[src/rtl/fb_fetch_arbiter.sv]
// fb_fetch_arbiter: shares one single-port framebuffer RAM between the display
// fetch path and a host write port. Display reads always win. Each fetched
// 16-bit word is shifted out MSB-first as 1bpp pixels, aligned with pos_x/pos_y.
// Host stall cycles are counted per frame.
`timescale 1ns/1ps
module fb_fetch_arbiter #(
  parameter int H_DISPLAY      = 640,
  parameter int V_DISPLAY      = 480,
  parameter int H_TOTAL        = 800,
  parameter int V_TOTAL        = 525,
  parameter int WORDS_PER_LINE = 40
) (
  input  logic        clk,
  input  logic        reset,
  input  logic [9:0]  pos_x,
  input  logic [9:0]  pos_y,
  input  logic        video_on,
  input  logic        host_valid,
  input  logic [14:0] host_addr,
  input  logic [15:0] host_data,
  output logic        host_ready,
  output logic        mem_en,
  output logic        mem_we,
  output logic [14:0] mem_addr,
  output logic [15:0] mem_wdata,
  input  logic [15:0] mem_rdata,
  output logic        pixel,
  output logic        frame_start,
  output logic [15:0] host_stall_cnt
);

  localparam logic [9:0]  MID_LIMIT_X  = 10'(H_DISPLAY - 16);
  localparam logic [9:0]  LINE_FETCH_X = 10'(H_TOTAL - 2);
  localparam logic [9:0]  LAST_X       = 10'(H_TOTAL - 1);
  localparam logic [9:0]  LAST_Y       = 10'(V_TOTAL - 1);
  localparam logic [9:0]  VIS_LINES    = 10'(V_DISPLAY);
  localparam logic [14:0] WPL          = 15'(WORDS_PER_LINE);
  localparam logic [14:0] FB_WORDS     = 15'(V_DISPLAY * WORDS_PER_LINE);

  logic [9:0]  next_row;
  logic        mid_fetch;
  logic        line_fetch;
  logic        fetch;
  logic [14:0] fetch_addr;
  logic        frame_end;

  logic        rd_pending_q, rd_pending_d;
  logic [15:0] shift_q, shift_d;
  logic        frame_start_q, frame_start_d;
  logic [15:0] stall_cnt_q, stall_cnt_d;

  // Decode the two fetch points and form the display read address.
  always_comb begin
    next_row   = (pos_y == LAST_Y) ? 10'd0 : pos_y + 10'd1;
    mid_fetch  = video_on && (pos_x[3:0] == 4'd14) && (pos_x < MID_LIMIT_X);
    line_fetch = (pos_x == LINE_FETCH_X) && (next_row < VIS_LINES);
    // Reset masks fetches so nothing is launched or left pending while held.
    fetch      = reset && (mid_fetch || line_fetch);
    if (mid_fetch) begin
      fetch_addr = 15'(pos_y) * WPL + 15'(pos_x[9:4]) + 15'd1;
    end else begin
      fetch_addr = 15'(next_row) * WPL;
    end
  end

  // RAM port arbitration: the display fetch wins, otherwise the host owns the port.
  always_comb begin
    // NOTE: every output of this block gets a default first, so no path leaves
    // a signal unassigned and no latch is inferred.
    host_ready = 1'b0;
    mem_en     = 1'b0;
    mem_we     = 1'b0;
    mem_addr   = '0;
    mem_wdata  = '0;
    if (fetch) begin
      mem_en   = 1'b1;
      mem_addr = fetch_addr;
    end else if (reset) begin
      host_ready = 1'b1;
      if (host_valid) begin
        mem_en    = 1'b1;
        // Writes beyond the visible framebuffer are accepted but dropped.
        mem_we    = (host_addr < FB_WORDS);
        mem_addr  = host_addr;
        mem_wdata = host_data;
      end
    end
  end

  // Next state of the read pipeline, pixel shifter, frame marker and stall counter.
  always_comb begin
    frame_end     = (pos_x == LAST_X) && (pos_y == LAST_Y);
    rd_pending_d  = fetch;
    shift_d       = shift_q;
    if (rd_pending_q) begin
      shift_d = mem_rdata;
    end else if (video_on) begin
      shift_d = {shift_q[14:0], 1'b0};
    end
    frame_start_d = frame_end;
    stall_cnt_d   = stall_cnt_q;
    if (frame_end) begin
      stall_cnt_d = '0;
    end else if (host_valid && fetch && (stall_cnt_q != 16'hFFFF)) begin
      stall_cnt_d = stall_cnt_q + 16'd1;
    end
  end

  // State registers; reset discards any in-flight read and blanks the shifter.
  always_ff @(posedge clk or negedge reset) begin
    if (!reset) begin
      rd_pending_q  <= 1'b0;
      shift_q       <= '0;
      frame_start_q <= 1'b0;
      stall_cnt_q   <= '0;
    end else begin
      // NOTE: sequential state uses non-blocking assignments so every register
      // samples the pre-edge values, independent of statement order.
      rd_pending_q  <= rd_pending_d;
      shift_q       <= shift_d;
      frame_start_q <= frame_start_d;
      stall_cnt_q   <= stall_cnt_d;
    end
  end

  assign pixel          = video_on & shift_q[15];
  assign frame_start    = frame_start_q;
  assign host_stall_cnt = stall_cnt_q;

endmodule

[config.mk]
export PLATFORM = sky130hd
export DESIGN_NAME = fb_fetch_arbiter
export DESIGN_NICKNAME = d
export VERILOG_FILES = /design/src/rtl/fb_fetch_arbiter.sv
export SDC_FILE = /design/constraint.sdc
export NUM_CORES = 1
export LEC_CHECK = 0
export CAP_MARGIN = 15
export CORE_ASPECT_RATIO = 0.9
export CORE_MARGIN = 2
export CORE_UTILIZATION = 42
export DETAILED_ROUTE_END_ITERATION = 8
export HOLD_SLACK_MARGIN = 0.05
export PLACE_DENSITY = 0.75
export SYNTH_ARGS = -nofsm -noshare
export SYNTH_HDL_FRONTEND = slang
export SYNTH_SLANG_ARGS = --single-unit
export TNS_END_PERCENT = 20
[constraint.sdc]
create_clock -name clk -period 5.45 [get_ports clk]
set_input_delay 1.09 -clock clk [delete_from_list [all_inputs] [get_ports clk]]
set_output_delay 1.09 -clock clk [all_outputs]
set_load 0.01 [all_outputs]
; Word-level counts from Yosys, hierarchy flattened
; Cells that the tools add are included.
[op_classes]
magnitude_cmp = 3
bitwise = 1
shift = 0
n_eq_ne = 5
multipliers = 2
div_mod_pow = 0
addsub = 4
muxes = 20
n_reduce_logical = 10
[op_table]
columns = operator, count
row1 = 2-to-1 mux 16 bit, 7
row2 = 2-to-1 mux 15 bit, 4
row3 = equality test 10 bit (second input constant), 3
row4 = multiplier 10 x 3 -> 12 bit (second input constant), 2
row5 = adder 16 x 1 -> 16 bit (second input constant), 1
row6 = != test 16 bit (second input constant), 1
row7 = adder 15 x 1 -> 15 bit (second input constant), 1
row8 = adder 15 x 6 -> 15 bit, 1
row9 = less-than comparator 15 bit (second input constant), 1
row10 = adder 10 x 1 -> 10 bit (second input constant), 1
row11 = less-than comparator 10 bit (second input constant), 1
row12 = less-than comparator 10 x 9 -> 1 bit (second input constant), 1
row13 = 2-to-1 mux 10 bit, 1
row14 = 2-to-1 mux 1 bit, 8
row15 = logical AND 1 bit, 7
row16 = equality test 4 bit (second input constant), 1
row17 = nonzero test 2 bit, 2
row18 = bitwise AND 1 bit, 1
row19 = logical OR 1 bit, 1
[totals]
memories = 0
in_bits = 71
mem_bits_ro = 0
output_inout_bits = 52
latchBits = 0
reg_bits = 34
mem_bits_rw = 0

; Longest topological paths before layout
; Gate-level depths: netlist of run 1.
[depth]
ltp_word = 10
mapped_depth = 16
depth_no_buf = 16

; Worst setup path before layout of run 1
; Ideal clock, no wire load.
[synth_path]
path_kind = input port to output port
from = input port pos_y[6]
to = output port mem_addr[14]
t_arrival_ns = 4.199
cell_stages = 14
setup_slack_ns = 0.161
path_cell_list = buf_6 nor4b_2 nand4_1 nor2_1 nor2_1 ha_1 fa_1 a211oi_1 o21bai_1 a2111oi_0 nor3_1 xnor2_1 or3_1 o211ai_1
[synth_between]
elab_chain_cells = 7
word_cells_on_any_way = 13
classes_between = add/sub (3) / mul (2) / order compare (1) / eq/ne (1) / mux (3) / reduce/logical (3)
[synth_rtl]
columns = element, line
row1 = "start, declared", 16  ; input logic [9:0] pos_y,
row2 = branches (longest 6 deep; another with adder 15 x 6 -> 15 bit), -
row3 = 2-to-1 mux 15 bit *, 75  ; if (fetch) begin
row4 = "end, declared", 24  ; output logic [14:0] mem_addr,
; Mark *: on every way between the ends.

; Worst setup path in the final report of run 1
[layout_path]
from = input port pos_y[0]
to = output port mem_addr[14]
; Same word-level chain as after synthesis.

==> flow_metrics.py, run 1 <==
metrics = {
    "synth": {
        "async_flop_share": 1.00,
        "dominantRegCellSynth": "dfrtp_1",
        "synth_cells": 439,
        "ys.warnings.count": 0,
        "synth_area_leaders": "dfrtp_1, ha_1, xor2_1",
        "syn_area_per_cell_um2": 8.15,
        "yosysTopAreaCell": "dfrtp_1",
        "synth-seq-cells": 34,
        "synth-edff-count": 0,
        "synth-seq-area-share": 0.238,
        "synth_cell_types": 59,
        "syn_area_um2": 3580,
        "synth_top_area_share": 0.238,
        "syn-num-nets": 550,
    },
    "finish": {
        "postLayoutCellArea_um2": 5670,
        "layout-drive-gt1-share": 0.203,
        "final_cell_count_no_fill": 714,
        "syn2layout_area_growth_pct": 58.4,
        "fillers": 657,
        "antennaDiodeCount": 0,
        "fin_nets": 725,
        "final_util": 0.696,
    },
    "die": {
        "initial_utilization": 0.439,
        "row_count": 31,
        "dieArea_um2": 9270,
        "die_w_um": 101,
        "core_um2": 8150,
        "die_h_um": 91.6,
        "io_pins": 123,
    },
    "worst_setup_path": {
        "crit_top_cell": "ha_4",
        "worstPathCellList": "buf_6 > inv_2 > ha_4 > nor2b_4 > nand4_1 > nor2_4 > nor2_4 > ha_4 > ha_4 > fa_2 > a211oi_2 > o21bai_2 > a2111oi_2 > nor3_1 > xnor2_1 > or3_1 > o211ai_1 > buf_2",
        "crit_buf_inv": 3,
        "cp.depth": 18,
        "cpPeakStageDelay_ps": 380,
        "critPathTopFamily": "simple AND/OR/NAND/NOR gates",
        "worstReg2RegEnd": "host_stall_cnt[9]",
        "worstSetupEndpoint": "mem_addr[14]",
        "path_max_fanout": 4,
        "crit_path_end_kind": "output pin",
        "crit_path_top_delay_cell": "a2111oi_2",
        "critPathLaunch": "pos_y[0]",
        "ff2ff_path_depth": 7,
        "rrSetupSlack_ps": 2860,
        "crit_arrival_ps": 4430,
        "critPathRequiredTime_ps": 4360,
        "critPathKind": "input pin to output pin",
        "critPathLaunchType": "input pin",
        "r2r_start": "host_stall_cnt[3]",
    },
    "grt": {
        "antenna_found_initial": 0,
        "grt_pass1_vias": 3907,
        "grt_start_max_net_pins": 39,
        "grt_util_all_layers": 0.246,
        "grt_pass1_wl_um": 18400,
        "grt-ovfl-total": 0,
    },
    "status": {
        "status": "finished with violations",
        "violations": "negative setup slack",
    },
    "cts": {
        "cts_buffers": 5,
        "cts_tree": "built",
        "cts_root_buffer": "clkbuf_8",
        "clk-insertion-delay-late_ps": 290,
        "cts.sinks": 34,
        "path_clk_slew_ps": 70,
        "cts_buffer_depth": 2,
        "htree_levels": 2,
    },
    "detailed_routing": {
        "drtIter0Drc": 231,
        "wl_per_cell_um": 16.5,
        "ant_nets": 0,
        "wl_um": 11800,
        "vias_per_cell": 5.62,
        "firstDrtPassIters": 5,
        "route.detailed.drc": 0,
        "vias": 4016,
    },
    "pwr": {
        "ir_worst_vdd_mv": 0.102,
        "p_per_area_nw_per_um2": 168,
        "p_leak_nw": 2.54,
    },
    "placement": {
        "dp_slack_ps": -943,
        "dpl.hpwl_um": 9030,
        "portBuffers": 122,
        "dpl_cell_area_um2": 5280,
        "dp.cells": 700,
        "place_congestion": 0.929,
    },
    "timing": {
        "relSlewSlack": 0.492,
        "min_period_over_period": 1.01,
        "worstMarginPinSlew_ps": 762,
        "worst_slack_ps": -67.1,
        "rsz0062_at_grt": "yes",
        "finClkSkew_ps": 7.44,
        "period_needed_ps": 5520,
        "setup_viol": 1,
        "hold_violations": 0,
        "max_freq_mhz": 181,
        "report.final.slew_viol_count": 0,
    },
    "worst_hold_path": {
        "min_path_type": "flop to flop",
    },
    "job": {
        "maxCapViolations": 0,
    },
}
[registers in the layout, indices dropped and copies added, names as in the netlist]
signal	count
shift_q	16
host_stall_cnt	16
rd_pending_q	1
frame_start	1
[cell usage after synthesis, drive strengths merged (2+ instances only)]
cell     number
a211o         2
a211oi        2
a21boi        2
a21o          4
a21oi        23
a22o          2
a41o          2
a41oi         2
and2         21
and3          5
buf           6
clkbuf       12
dfrtp        34
fa            2
ha           38
inv          13
mux2i        17
nand2        50
nand3        11
nand4         7
nand4b        2
nor2         42
nor3         11
nor3b         3
nor4b         4
o2111ai       6
o211a         3
o211ai        5
o21ai        42
o31a          2
or3           7
xnor2        16
xor2         25
[layer usage]
| layer | vias up | wire, µm | track usage |
|---|---|---|---|
| li1 | 1932 | - | - |
| met1 | 1924 | 4820 | 0.318 |
| met2 | 148 | 6050 | 0.426 |
| met3 | 12 | 765 | 0.0408 |
| met4 | 0 | 146 | 0.0574 |
| met5 | - | 0 | 0 |
[worst register-to-register path, delay by kind of cell, from the launching register on]
kind | cells | cell delay [ps]
simple gates | 4 | 1100
compound gates | 3 | 960
flops | 1 | 460
[logic make-up after synthesis]
logic type      Yosys count  share of synthesized area
simple gates            169                      0.236
compound gates          107                      0.197
xor+xnor                 41                      0.100
fa+ha+maj                40                      0.144
flops                    34                      0.238
buf+inv                  31                     0.0364
mux                      17                     0.0476
[power by group]
group	switching, W	total (W)	internal [W]
Sequential	0.0000102	0.000278	0.000268
Combinational	0.000222	0.000470	0.000248
Clock	0.0000999	0.000202	0.000102
Total	0.000332	0.000950	0.000618
[cell type report]
| type | count | area, µm² | share of cell area |
|---|---|---|---|
| Tap cell | 99 | 124 | 0.0219 |
| Inverter | 13 | 48.8 | 0.00861 |
| Clock inverter | 2 | 12.5 | 0.00221 |
| Timing Repair Buffer | 186 | 1720 | 0.303 |
| Multi-Input combinational cell | 374 | 2830 | 0.499 |
| Clock buffer | 6 | 82.6 | 0.0146 |
| Sequential cell | 34 | 851 | 0.150 |
[worst min-delay path by stage]
| stage | end | depth (start not counted) | startpoint | slack (ps) |
|---|---|---|---|---|
| after floorplan | shift_q[0] | 1 | shift_q[0] | 470 |
| after global placement | shift_q[0] | 1 | shift_q[0] | 480 |
| after detailed placement | shift_q[0] | 1 | shift_q[0] | 490 |
| after CTS | shift_q[0] | 1 | shift_q[0] | 510 |
| after global routing | shift_q[0] | 1 | shift_q[0] | 520 |
| final | shift_q[0] | 1 | shift_q[0] | 500 |
[metrics by stage]
stage	total power, W	hold slack (ps)	TNS (ps)
finish	0.000950	503	-67.1
global route	0.00100	523	-239
CTS	0.000922	508	-527
detailed placement	0.000706	492	-3130
global placement	0.000693	485	-2480
floorplan	0.000498	466	0
[cells in the final DEF, fill, tap and decap left out, types with 5 or more instances in the layout]
cell / count
clkdlybuf4s50_1: 106
buf_4: 63
nand2_1: 50
nor2_1: 36
o21ai_0: 36
dfrtp_1: 34
ha_1: 32
xor2_1: 23
a21oi_1: 20
and2_1: 20
mux2i_1: 17
xnor2_1: 13
nand3_1: 11
inv_1: 10
nor3_1: 8
nand4_1: 7
or3_1: 7
o2111ai_1: 6
clkbuf_8: 6
and3_1: 5
o21ai_1: 5
ha_4: 5
[what timing repair did]
item,CTS,global route
hold buffers,0,0
endpoints found under the setup margin,7,13
pin swaps,14,18
gates resized for setup,34,52
setup buffers,3,3
(Power assumes the default switching activity.)
==> run 2: changes to the inputs <==
Settings changed: CORE_UTILIZATION 42 to 47, PLACE_DENSITY 0.75 to not set, PLACE_DENSITY_LB_ADDON set to 0.12.
==> run 2 against run 1 <==
  * The run now ends clean
  * Clock-buffer cell count is 1 higher
  * Global-route usage rose by 2.7 points
  * Power grew 2.0%
  * Via count is 1.0% higher
  * Clock power fell by 4%
  * Die area fell by 10%
  * Combinational power rose by 5.5%
  * Sequential share of layout area is 0.26 points lower
  * Fmax up 1.7%
  * Hold slack improved by 5.2 ps
  * Core utilization is 7.6 points higher
  * Routed wire length grew 4.0%
==> flow_metrics.py, run 2 (synthesis gave the netlist of run 1 again) <==
metrics = {
    "status": {
        "status": "finished clean",
    },
    "worst_setup_path": {
        "critPathKind": "input pin to output pin",
        "crit_path_top_delay_cell": "fa_2",
        "cpPeakStageDelay_ps": 420,
        "worstPathCellList": "buf_6 > buf_6 > ha_2 > nand3_1 > xor2_1 > nor2_2 > ha_4 > fa_2 > a211oi_4 > o21bai_2 > a2111oi_4 > nor3_2 > xnor2_1 > or3_1 > o211ai_1 > buf_2",
        "path_max_fanout": 9,
        "crit_path_end_kind": "output pin",
        "critPathLaunchType": "input pin",
        "critPathRequiredTime_ps": 4360,
        "rrSetupSlack_ps": 2860,
        "crit_top_cell": "buf_6",
        "crit_arrival_ps": 4340,
    },
    "timing": {
        "period_needed_ps": 5430,
        "max_freq_mhz": 184,
        "setup_viol": 0,
        "relSlewSlack": 0.459,
        "worstMarginPinSlew_ps": 811,
        "finClkSkew_ps": 5.90,
        "min_period_over_period": 0.996,
        "report.final.slew_viol_count": 0,
        "hold_violations": 0,
        "rsz0062_at_grt": "yes",
        "worst_slack_ps": 22.9,
    },
    "cts": {
        "hold_buffers": 0,
        "cts.sinks": 34,
        "cts_root_buffer": "clkbuf_8",
        "path_clk_slew_ps": 70,
        "cts_buffers": 5,
        "cts_buffer_depth": 2,
        "clk-insertion-delay-late_ps": 280,
        "htree_levels": 2,
        "cts_tree": "built",
    },
    "detailed_routing": {
        "vias_per_cell": 5.66,
        "vias": 4057,
        "wl_per_cell_um": 17.1,
        "route.detailed.drc": 0,
        "firstDrtPassIters": 5,
        "wl_um": 12300,
        "drtIter0Drc": 218,
        "ant_nets": 0,
    },
    "die": {
        "row_count": 30,
        "die_h_um": 86.8,
        "initial_utilization": 0.479,
        "dieArea_um2": 8330,
        "die_w_um": 96.0,
        "io_pins": 123,
        "core_um2": 7470,
    },
    "finish": {
        "final_common_cell": "clkdlybuf4s50_1",
        "final_cell_count_no_fill": 717,
        "layout-drive-gt1-share": 0.216,
        "postLayoutCellArea_um2": 5770,
        "antennaDiodeCount": 0,
        "syn2layout_area_growth_pct": 61.2,
        "fin_nets": 731,
        "mostFrequentLayoutCells": "clkdlybuf4s50_1, buf_4, nand2_1",
    },
    "pwr": {
        "p_leak_nw": 2.58,
        "p_per_area_nw_per_um2": 168,
        "ir_worst_vdd_mv": 0.110,
    },
    "placement": {
        "dpl.hpwl_um": 8970,
        "dp_slack_ps": -969,
        "place_congestion": 0.912,
        "dpl_cell_area_um2": 5300,
        "dp.cells": 700,
        "portBuffers": 122,
    },
    "worst_hold_path": {
        "min_path_type": "flop to flop",
    },
    "job": {
        "maxCapViolations": 0,
    },
    "grt": {
        "grt_util_all_layers": 0.274,
        "grt_pass1_vias": 3882,
        "grt_pass1_wl_um": 18000,
        "grt_start_max_net_pins": 38,
        "grt-ovfl-total": 0,
        "antenna_found_initial": 0,
    },
}
-- run 2: per-layer routing --
layer	share of wire	vias up	wire [µm]	track usage
li1	-	1938	-	-
met5	0	-	0	0
met1	0.43	1898	5250	0.362
met4	0.020	0	249	0.0558
met3	0.070	30	859	0.0513
met2	0.48	191	5900	0.467
-- run 2: final cells by class --
class | count | area [µm²]
Sequential cell | 34 | 851
Tap cell | 96 | 120
Timing Repair Buffer | 192 | 1760
Clock buffer | 7 | 86.3
Fill cell | 503 | 1700
Inverter | 13 | 56.3
Clock inverter | 1 | 5.00
Multi-Input combinational cell | 374 | 2880
-- run 2: final timing paths --
kind                                    from                 to  depth (start not counted)
max in group asynchronous              reset         shift_q[4]                          2
min                               shift_q[0]         shift_q[0]                          1
min reg2reg                       shift_q[0]         shift_q[0]                          1
min in group asynchronous              reset  host_stall_cnt[3]                          2
max                                 pos_y[0]       mem_addr[14]                         16
max reg2reg                host_stall_cnt[3]  host_stall_cnt[9]                          7
-- run 2: what timing repair did --
item / CTS / global route
pin swaps: 9 / 26
buffers inserted: 4 / 5
gates resized for setup: 28 / 68
setup endpoints to repair: 7 / 7
-- run 2: power by group --
| part | internal (W) | switching [W] |
|---|---|---|
| Clock | 0.000102 | 0.0000914 |
| Sequential | 0.000268 | 0.0000106 |
| Combinational | 0.000259 | 0.000237 |
| Total | 0.000630 | 0.000339 |
-- run 2: through the flow --
stage               total power [W]  hold slack (ps)   util  setup TNS (ps)
finish                     0.000969              509  0.772               0
global route                0.00102              525  0.772            -100
CTS                        0.000909              512  0.731            -463
detailed placement         0.000703              489  0.710           -2790
global placement           0.000689              484  0.710           -2140
floorplan                  0.000498              466      -               0
-- run 2: critical path, delay by kind of cell --
family | cells | cell delay, ps
adders and majority gates | 3 | 890
AOI/OAI and AO/OA | 4 | 860
and+or+nand+nor | 4 | 790
buffers and inverters | 3 | 370
xor gates and xnor gates | 2 | 330
==> variant 1: new RTL, flow settings as in run 1 <==
Register the output `host_stall_cnt` once more; this adds one clock of latency there. The other outputs are not delayed to match.
--- a/src/rtl/fb_fetch_arbiter.sv
+++ b/src/rtl/fb_fetch_arbiter.sv
@@ -126,5 +126,7 @@
   assign pixel          = video_on & shift_q[15];
   assign frame_start    = frame_start_q;
-  assign host_stall_cnt = stall_cnt_q;
+  always_ff @(posedge clk) begin
+    host_stall_cnt <= stall_cnt_q;
+  end
 
 endmodule
Function: changed (Yosys sat finds a counterexample within 4 cycles, from zero or initial values and one cycle with reset low).
==> variant 1 against run 1 <==
The flow still finishes with violations (setup timing); critical endpoint unchanged; fmax down 0.22%; first-iteration DRC count down 23%; sequential cell count up 16; design area up 4.2%; area after synthesis up 8.1%; worst setup slack worse by 0.012 ns; wire length up 2.5%; total power up 11%.
==> variant 1: results (changes against run 1) <==
| Metric | Value |
|---|---|
| Ratio of cells with drive above 1 in the final layout | `17.7% (-2.6 points)` |
| Max incr delay on CP | `0.43 ns (+0.05 ns)` |
| Crit. Startpoint | `pos_y[1]` |
| Placed cell count | `744 (+6.3%)` |
| HPWL after DPL | `9540 µm (+5.6%)` |
| CP max stage cell | `fa_2` |
| Mapped Nets | `569 (+3.5%)` |
| Slew Limit Fails | `0 (unchanged)` |
| First-pass GRT wire length | `18900 µm (+2.5%)` |
| Asr flop ratio synth | `68.0% (-32 points)` |
| Worst Path Max Fanout | `4 (unchanged)` |
| Vias in the first global route | `3946 (+1.0%)` |
| Placed cell area | `5610 µm² (+6.1%)` |
| Clock skew | `0.00822 ns (+0.000781 ns)` |
| Pre-CTS setup slack | `-1.03 ns (-0.0848 ns)` |
| Top Registers | `host_stall_cnt (16), shift_q (16), stall_cnt_q (16)` |
| # hold bufs at CTS | `0 (unchanged)` |
| Syn Inst Count | `458 (+4.3%)` |
| Leakage | `2.59 nW (+2.3%)` |
| Worst r2r dst | `stall_cnt_q[6]` |
| Tot Pwr | `1.06 mW (+11%)` |
| Setup_tns | `-0.0794 ns (-0.0122 ns)` |
| DRT Pass-1 Iters | `6 (+1)` |
| Outcome | `complete, but fails checks` |
| Final Wtd Congestion | `0.912 (-1.9%)` |
| Power Sequential | `398 µW (+43%)` |
| Library cells used by synthesis | `56 (-5.1%)` |
| Drt wl/cell | `16.0 µm (-3.1%)` |
| P_sw | `344 µW (+3.5%)` |
| Layout Cells excl Fill | `755 (+5.7%)` |
| Total GRT Usage | `23.6% (-1.1 points)` |
| Largest net degree at the start of global routing | `33 (-15%)` |
| FF-to-FF Start | `stall_cnt_q[3]` |
| Vias | `4022 (+0.15%)` |
| Final setup violation count | `1 (unchanged)` |
| Hold Path Class | `flop to flop` |
| Reg2reg setup slack | `3.18 ns (+0.32 ns)` |
| Post-synth top cells | `nand2_1 (49), o21ai_0 (48), ha_1 (38), nor2_1 (38), dfrtp_1 (34)` |
| Worst-Skew Late Latency | `0.31 ns (+0.02 ns)` |
| Area contributors post-synth | `dfrtp_1 (22%), ha_1 (12%), dfxtp_1 (8.3%), o21ai_0 (6.2%), nand2_1 (4.8%)` |
| Seq/Total Area, Yosys | `30.3% (+6.5 points)` |
| Failing checks | `setup timing` |
| Drt initial violations | `177 (-23%)` |
| Slew at the pin closest to its max-slew limit | `0.817 ns (+0.0557 ns)` |
| Worst setup margin | `-0.0794 ns (-0.0122 ns)` |
| Crit path DAT | `4.44 ns (about the same)` |
| Clk pin slew, worst setup/hold paths | `0.09 ns (+0.02 ns)` |
-- variant 1: worst reg2reg max path: cells and delay by family, from the launching register on --
kind	cells	cell delay (ns)
compound gates	4	0.86
flops	1	0.43
simple gates	3	0.90
-- variant 1: layout make-up --
class	instances	area, µm²
fill	742	3140
tap	122	153
clock inverter	2	15.0
multi-input combinational	377	2740
clock buffer	6	72.6
timing repair buffer	184	1690
sequential	50	1170
inverter	14	60.1
-- variant 1: how the worst min path moves through the flow --
stage / start / endpoint / slack [ns] / cells after the start
2_1_floorplan: stall_cnt_q[11] / host_stall_cnt[11] / 0.38 / 0
3_3_place_gp: stall_cnt_q[6] / host_stall_cnt[6] / 0.39 / 0
3_5_place_dp: stall_cnt_q[11] / host_stall_cnt[11] / 0.40 / 0
4_1_cts: stall_cnt_q[11] / host_stall_cnt[11] / 0.42 / 0
5_1_grt: stall_cnt_q[15] / host_stall_cnt[15] / 0.44 / 0
6_report: stall_cnt_q[11] / host_stall_cnt[11] / 0.43 / 0
-- variant 1: cells by family after synthesis --
group	share of synthesized area (%)
AOI/OAI and AO/OA	19.0
xor gates and xnor gates	7.70
buffers and inverters	3.30
DFF	30.3
muxes	4.40
adders and majority gates	13.3
and+or+nand+nor	22.1
-- variant 1: layer usage --
| metal | vias up | track usage, % | wire, µm | part of all wire, % |
|---|---|---|---|---|
| li1 | 1987 | - | - | - |
| met4 | 0 | 7.11 | 248 | 2.1 |
| met5 | - | 0 | 0 | 0 |
| met3 | 21 | 3.28 | 642 | 5.3 |
| met2 | 149 | 40.3 | 5750 | 48 |
| met1 | 1865 | 31.3 | 5430 | 45 |
-- variant 1: timing repair --
item | CTS | global route
hold endpoints to repair | 0 | 0
buffers inserted | 0 | 3
setup endpoints to repair | 7 | 4
pin swaps | 13 | 17
resized for setup | 36 | 47
cloned | 0 | 0
==> variant 2: new RTL, config.mk and constraints of run 1 <==
Made on the original files. Change the parameter `V_DISPLAY` from 480 to 360.
--- a/src/rtl/fb_fetch_arbiter.sv
+++ b/src/rtl/fb_fetch_arbiter.sv
@@ -6,5 +6,5 @@
 module fb_fetch_arbiter #(
   parameter int H_DISPLAY      = 640,
-  parameter int V_DISPLAY      = 480,
+  parameter int V_DISPLAY      = 360,
   parameter int H_TOTAL        = 800,
   parameter int V_TOTAL        = 525,
Function: changed (Yosys sat finds a counterexample within 4 cycles, from zero or initial values and one cycle with reset low).
==> variant 2 against run 1 <==
Non-clock buffer count grew 28; wire length grew 17%; critical path type unchanged; total power grew 2.8%; sequential cell count is the same; area after synthesis grew 9.2%; synthesized cell count grew 9.3%; design area grew 8.5%; global-route usage grew 1.8 points; worst setup slack gained 0.10 ns; critical endpoint unchanged.
==> variant 2: results (changes against run 1) <==
| Metric | Value |
|---|---|
| Ratio of cells with drive above 1 in the final layout | `24.5% (+4.2 points)` |
| Reg2reg setup slack | `2.95 ns (+0.09 ns)` |
| Mapped Nets | `589 (+7.1%)` |
| Vias | `4490 (+12%)` |
| Area contributors post-synth | `dfrtp_1 (22%), ha_1 (12%), xnor2_1 (6.3%), mux2i_1 (5.6%), nand2_1 (5.2%)` |
| Largest net degree at the start of global routing | `37 (-5.1%)` |
| Yosys warns | `0 (unchanged)` |
| Syn avg cell area | `8.14 µm² (-0.16%)` |
| Final Wtd Congestion | `1.00 (+8.1%)` |
| Post-synth top cells | `nand2_1 (54), nor2_1 (41), ha_1 (36), o21ai_0 (35), dfrtp_1 (34)` |
| Pre-CTS setup slack | `-1.01 ns (-0.0641 ns)` |
| Worst r2r dst | `host_stall_cnt[8]` |
| FF-to-FF Start | `host_stall_cnt[6]` |
| Seq/Total Area, Yosys | `21.8% (-2.0 points)` |
| Library cells used by synthesis | `68 (+15%)` |
| Drt initial violations | `332 (+44%)` |
| Fillers | `741 (+13%)` |
| Worst Path Max Fanout | `7 (+3)` |
| Wirelength, routed | `13700 µm (+17%)` |
| HPWL after DPL | `10200 µm (+13%)` |
| Antenna cells | `0 (unchanged)` |
| Layout Cells excl Fill | `803 (+12%)` |
| Synth Flop Type | `dfrtp_1` |
| Worst-Skew Late Latency | `0.29 ns (about the same)` |
| Clock skew | `0.00380 ns (-0.00364 ns)` |
| First-pass GRT wire length | `21300 µm (+16%)` |
| Worst hold start | `shift_q[0]` |
| CTS Root Cell | `clkbuf_8` |
| Total GRT Usage | `26.4% (+1.8 points)` |
| Asr flop ratio synth | `100% (unchanged)` |
| Placed cell count | `782 (+12%)` |
| Htree depth | `2 (unchanged)` |
| Slew at the pin closest to its max-slew limit | `0.956 ns (+0.194 ns)` |
| Leakage | `2.75 nW (+8.5%)` |
| Fin Hold WS | `0.503 ns (-0.000172 ns)` |
| Vias in the first global route | `4421 (+13%)` |
| Outcome | `finished clean` |
| Input/output buffers | `122 (unchanged)` |
| Number of nets in the layout | `789 (+8.8%)` |
| VDD IR max | `0.0000883 V (-13%)` |
| Crit path DAT | `4.33 ns (-0.10 ns)` |
==> variant 2: cell types whose count changed in the layout (fill, tap and decap cells not counted), moves of 5 or more <==
cell / run 1 / this run
xnor2_1: 13 / 26
a21oi_1: 20 / 12
nand2b_1: 1 / 6
mux2i_1: 17 / 22
xor2_1: 23 / 13
buf_4: 63 / 91
==> variant 2: worst max-delay path, cell delays in order <==
cell and delay [ns]:
clkbuf_2 0.10, buf_4 0.17, ha_2 0.21, buf_4 0.14
nand3_1 0.13, xnor2_2 0.23, mux2_2 0.37, ha_1 0.31
o21ai_0 0.26, nor2_2 0.09, o21a_1 0.19, o41a_1 0.33
xnor2_1 0.18, nor2_1 0.09, o31ai_2 0.24, buf_2 0.19
==> variant 2: timing repair <==
| action | CTS | global route |
|---|---|---|
| resized for setup | 56 | 35 |
| cloned | 0 | 0 |
| endpoints found under the hold margin | 0 | 0 |
| pin swaps | 18 | 17 |
| buffers inserted | 10 | 3 |
| endpoints found under the setup margin | 7 | 30 |
==> variant 2: kinds of logic (layout without fill, tap and decap cells) <==
family | after synthesis | after routing | share of synthesized area [%]
adder cells (fa/ha/maj) | 38 | 38 | 12.6
multiplexers | 23 | 23 | 5.93
flip-flops | 34 | 34 | 21.8
AND/OR/NAND/NOR | 206 | 206 | 27.5
AO/OA/AOI/OAI | 105 | 105 | 19.0
XOR/XNOR | 41 | 41 | 9.20
buffers and inverters | 33 | 234 | 3.97
==> variant 2: metrics by stage <==
stage	utilization [%]	power [mW]	instance area [µm²]
final	67.7	0.976	6150
after detailed placement	63.4	0.728	5760
after global routing	67.7	1.03	6150
after global placement	63.4	0.713	5760
after floorplan	-	0.511	3910
after CTS	66.7	0.954	6060
==> variant 2: report_power, final <==
group	internal, mW	switching (mW)
Clock	0.102	0.0990
Combinational	0.264	0.234
Sequential	0.268	0.00973
Total	0.634	0.343
==> variant 2: worst max-delay path by stage <==
stage / startpoint / endpoint / slack, ns / cells after the start
floorplan: pos_y[5] / mem_addr[14] / 0.06 / 15
global route: pos_y[1] / mem_addr[14] / -0.04 / 19
detailed placement: pos_y[5] / mem_addr[14] / -1.01 / 16
CTS: pos_y[3] / mem_addr[14] / -0.20 / 16
finish: pos_y[0] / mem_addr[14] / 0.03 / 16
global placement: pos_y[7] / mem_addr[14] / -0.93 / 16
==> variant 2: layout make-up <==
class	instances	area [µm²]	share of cell area [%]
Tap cell	122	153	2.48
Clock buffer	6	82.6	1.34
Sequential cell	34	851	13.8
Clock inverter	2	12.5	0.203
Timing Repair Buffer	214	1900	30.9
Multi-Input combinational cell	413	3100	50.5
Inverter	12	45.0	0.732
==> variant 2: routing by layer <==
layer  vias up  part of all wire (%)  GRT usage (%)
met3        38                   5.2           3.69
li1       2131                     -              -
met4         0                   2.6           8.33
met5         -                     0              0
met2       194                    49           46.4
met1      2127                    43           33.8
